--- config.mk ---
export PLATFORM = sky130hd
export DESIGN_NAME = inst_fetch_unit
export DESIGN_NICKNAME = d
export VERILOG_FILES = /design/src/rtl/inst_fetch_unit.sv
export SDC_FILE = /design/constraint.sdc
export NUM_CORES = 1
export LEC_CHECK = 0
export ABC_AREA = 0
export CAP_MARGIN = 20
export CELL_PAD_IN_SITES_DETAIL_PLACEMENT = 0
export CELL_PAD_IN_SITES_GLOBAL_PLACEMENT = 2
export CORE_MARGIN = 4
export CORE_UTILIZATION = 24
export CTS_CLUSTER_SIZE = 16
export DETAILED_ROUTE_END_ITERATION = 7
export GPL_ROUTABILITY_DRIVEN = 1
export PLACE_DENSITY_LB_ADDON = 0.05
export SETUP_SLACK_MARGIN = 0.5
export SLEW_MARGIN = 20
export SYNTH_ARGS = -nofsm -noshare
export SYNTH_HDL_FRONTEND = slang
export SYNTH_SLANG_ARGS = --single-unit
--- constraint.sdc ---
create_clock -name clk -period 3.2 [get_ports clk]
set_input_delay 0.64 -clock clk [delete_from_list [all_inputs] [get_ports clk]]
set_output_delay 0.64 -clock clk [all_outputs]
set_load 0.02 [all_outputs]
--- src/rtl/inst_fetch_unit.sv ---
// Instruction fetch stage: owns the PC, fetches words over a ready handshake,
// holds them in the IR and selects the next PC from the Jump/Branch decisions.
module inst_fetch_unit #(
  parameter logic [31:0] RESET_PC = 32'h0000_0000
) (
  input  logic        clk,
  input  logic        rst,
  output logic        imem_req,
  output logic [31:0] imem_addr,
  input  logic        imem_ready,
  input  logic [31:0] imem_rdata,
  input  logic        stall,
  input  logic        branch,
  input  logic        zero,
  input  logic        jump,
  output logic        instr_valid,
  output logic [31:0] instr,
  output logic [5:0]  op,
  output logic [4:0]  rs,
  output logic [4:0]  rt,
  output logic [4:0]  rd,
  output logic [4:0]  shamt,
  output logic [5:0]  func,
  output logic [15:0] imm16,
  output logic [31:0] pc,
  output logic [31:0] pc_plus4,
  output logic [31:0] inst_count
);

  typedef enum logic [1:0] {
    IDLE,
    FETCH,
    ISSUE
  } state_t;

  state_t      state;
  logic [31:0] pc_q;
  logic [31:0] instr_q;
  logic [31:0] count_q;
  logic        req_q;
  logic        valid_q;
  logic [31:0] br_off;
  logic [31:0] next_pc;

  assign pc_plus4 = pc_q + 32'd4;
  assign br_off   = {{14{instr_q[15]}}, instr_q[15:0], 2'b00};

  // Jump outranks a taken branch; an untaken branch falls through.
  always_comb begin
    next_pc = pc_plus4;
    if (jump)
      next_pc = {pc_plus4[31:28], instr_q[25:0], 2'b00};
    else if (branch && zero)
      next_pc = pc_plus4 + br_off;
  end

  always_ff @(posedge clk or posedge rst) begin
    if (rst) begin
      state   <= IDLE;
      pc_q    <= RESET_PC;
      instr_q <= '0;
      count_q <= '0;
      req_q   <= 1'b0;
      valid_q <= 1'b0;
    end else begin
      case (state)
        IDLE: begin
          state <= FETCH;
          req_q <= 1'b1;
        end
        FETCH: begin
          if (imem_ready) begin
            instr_q <= imem_rdata;
            state   <= ISSUE;
            req_q   <= 1'b0;
            valid_q <= 1'b1;
          end
        end
        ISSUE: begin
          if (!stall) begin
            count_q <= count_q + 32'd1;
            pc_q    <= next_pc;
            state   <= FETCH;
            req_q   <= 1'b1;
            valid_q <= 1'b0;
          end
        end
        default: begin
          state   <= IDLE;
          req_q   <= 1'b0;
          valid_q <= 1'b0;
        end
      endcase
    end
  end

  assign imem_req    = req_q;
  assign imem_addr   = pc_q;
  assign instr_valid = valid_q;
  assign instr       = instr_q;
  assign pc          = pc_q;
  assign inst_count  = count_q;
  assign op          = instr_q[31:26];
  assign rs          = instr_q[25:21];
  assign rt          = instr_q[20:16];
  assign rd          = instr_q[15:11];
  assign shamt       = instr_q[10:6];
  assign func        = instr_q[5:0];
  assign imm16       = instr_q[15:0];

endmodule

==> run summary <==
Top cells by count, synth - 97 x dfrtp_1, 84 x buf_4, 78 x nand2_1
Max-slew headroom - 53.5%
Number of global-route vias before repair - 8014
Synth top area cells - dfrtp_1 34%, buf_4 8.8%, xnor2_1 6.6%, ha_1 6.5%, mux2_2 5.3%
Crit path launch type - flip-flop
Placed inst area - 11100 µm²
Post-Syn Instances - 807
Crit-path max FO - 3
Drt total wl - 29.9 mm
Post-layout min period - 3440 ps
Final Max Slew Viols - 0
Row count - 63
Via density - 4.68
Root Buffer - clkbuf_16
Mapped Area - 7170 µm²
Clk_lat worst skew - 360 ps
Worst setup skew after layout - 13.1 ps
Area share of the leading cell type in the synthesized netlist - 33.8%
ANT cells - 0
DRC Markers - 0
Post-synth EDFFs - 0
Sequential fraction of the synthesis area - 33.8%
CTS Buffer Depth - 2
Non-filler cells, final - 1589
First-pass GRT wire length - 46.4 mm
Synth-to-Final Area Change - 84.7%
Failing checks - setup timing
Cell variety after synth - 54
Fin. Hold Viols - 0
Gr usage total - 17.8%
Routed len/inst - 18.8 µm
Area fraction in compound gates after synthesis - 15.3%
Clock transition at path regs - 90 ps
Iteration-0 DRC Markers - 317
Most frequent cell after synthesis - dfrtp_1
Setup WS post-layout - -240 ps
Layout cells sized above 1 - 40.7%
Die Span X - 181 µm
Maximum VDD drop - 0.452 mV
Post-route cell area - 13300 µm²
Area of the core - 29600 µm²
GR Overflow Total - 0
IO buf count - 242
Mux cell area share after synthesis - 6.17%
Yosys warning count - 0
CP Capture Type - flip-flop
Fmax - 291 MHz
Number of buffers created by CTS - 9
Post-Synth Adder-Cell Area - 6.73%
Antenna-violating nets left - 0
PwrDens - 1240 nW/µm²
Unrepaired setup endpoints after global routing - yes
Asr flop ratio synth - 100%
Max Cap Violations - 0
CTS tree - done
Clock sink count - 97
GP Congestion - 0.864
Vias post-DR - 7440
Crit path DAT - 3670 ps
Die height - 181 µm
Post-synthesis xor/xnor area fraction - 9.77%
H-tree levels - 3
Initial antenna violation count - 0
Drt pass-1 iters - 4
CP required - 3430 ps
Placed cell count - 1494
Crit Path Category - flip-flop to flip-flop
Period utilization - 108%
Largest net degree at the start of global routing - 43
Ys flop type - dfrtp_1
Die ar. - 32700 µm²
Post-synth top area cell - dfrtp_1
Tot Pwr - 16.4 mW
Dpl ws - -402 ps
Seq cells post-synth - 97
I/O pin cnt - 249
Mean Syn Cell Area - 8.89 µm²
Final nets - 1271
Leak - 5.66 nW
Initial Util - 24.3%
Simple-gate area share of the yosys netlist - 17.0%
Worst-margin pin slew - 695 ps
Post-DP HPWL - 22.3 mm
Finish-stage setup viols - 15
Largest family of logic cells by synthesized area - simple AND/OR/NAND/NOR gates
Status - finished, violations left
Worst Hold Class - flip-flop to flip-flop
==> cell usage in the layout, fill, tap and decap left out, drive strengths merged, types with 19 or more instances in the layout <==
| cell type | synthesis | layout |
|---|---|---|
| nand3 | 30 | 30 |
| xnor2 | 54 | 54 |
| ha | 37 | 37 |
| clkdlybuf4s50 | 0 | 214 |
| nor2 | 59 | 59 |
| nand2 | 78 | 78 |
| nand4 | 19 | 19 |
| o21ai | 48 | 48 |
| buf | 86 | 262 |
| dfrtp | 97 | 97 |
| mux2 | 34 | 34 |
| a21oi | 43 | 43 |
| xor2 | 26 | 26 |
==> per-stage QoR <==
step                hold WS [ps]  setup TNS, ps  util (%)
finish                       483          -1990      44.8
detailed placement           468          -2780      37.6
floorplan                    506          -1100         -
CTS                          489          -1470      42.8
global placement             469          -2460      37.6
global route                 507          -4130      44.8
==> report_power, final <==
part           total, mW  switching [mW]  internal [mW]
Combinational       12.9            6.25           6.66
Clock               1.26           0.621          0.640
Sequential          2.28           0.623           1.66
==> logic make-up after synthesis <==
group	count (synthesis)
fa+ha+maj	38
compound gates	176
xor+xnor	80
buf+inv	129
simple gates	246
other cells	1
flops	97
mux	40
==> registers in the layout, indices dropped and copies added, names as in the netlist <==
name	flops
inst_count	32
instr_valid	1
imem_addr	30
state	2
instr	32
==> metal layers <==
metal | share of wire [%] | GRT usage [%]
met2 | 50 | 30.8
met1 | 44 | 23.3
met3 | 4.6 | 3.64
met5 | 0 | 0
met4 | 1.2 | 3.24
==> layout make-up <==
cell class	instances	area, µm²
clock buffer	9	225
clock inverter	7	113
fill	2854	16300
inverter	17	67.6
multi-input combinational	586	5390
sequential	97	2450
tap	390	488
timing repair buffer	483	4520
==> worst paths after layout <==
kind | from | end | slack (ps) | depth (start not counted)
worst max-delay path | imem_addr[13]$_DFFE_PP0P_ | imem_addr[30]$_DFFE_PP0P_ | -240 | 14
worst min-delay path | inst_count[31]$_DFFE_PP0P_ | inst_count[31]$_DFFE_PP0P_ | 480 | 1
worst max register to register | imem_addr[13]$_DFFE_PP0P_ | imem_addr[30]$_DFFE_PP0P_ | -240 | 14
worst min register to register | inst_count[31]$_DFFE_PP0P_ | inst_count[31]$_DFFE_PP0P_ | 480 | 1
max in group asynchronous | rst | imem_addr[7]$_DFFE_PP0P_ | 1800 | 3
min in group asynchronous | rst | imem_addr[13]$_DFFE_PP0P_ | 730 | 2
==> worst max-delay path, cell delays in order (launching register included) <==
cell	delay (ps)
dfrtp_2	370
nand4_1	190
or4b_4	620
buf_6	160
xnor2_4	190
ha_4	240
a21o_1	170
a21oi_2	130
nand2b_1	100
o31ai_4	290
o21ai_2	130
a221oi_2	280
buf_4	170
mux2i_1	170
o211ai_1	90
==> timing repair <==
action / in CTS / in global routing
setup endpoints to repair: 55 / 52
hold buffers: 0 / 0
resized for setup: 290 / 81
setup buffers: 46 / 33
pin swaps: 91 / 42
(Power assumes the default switching activity.)
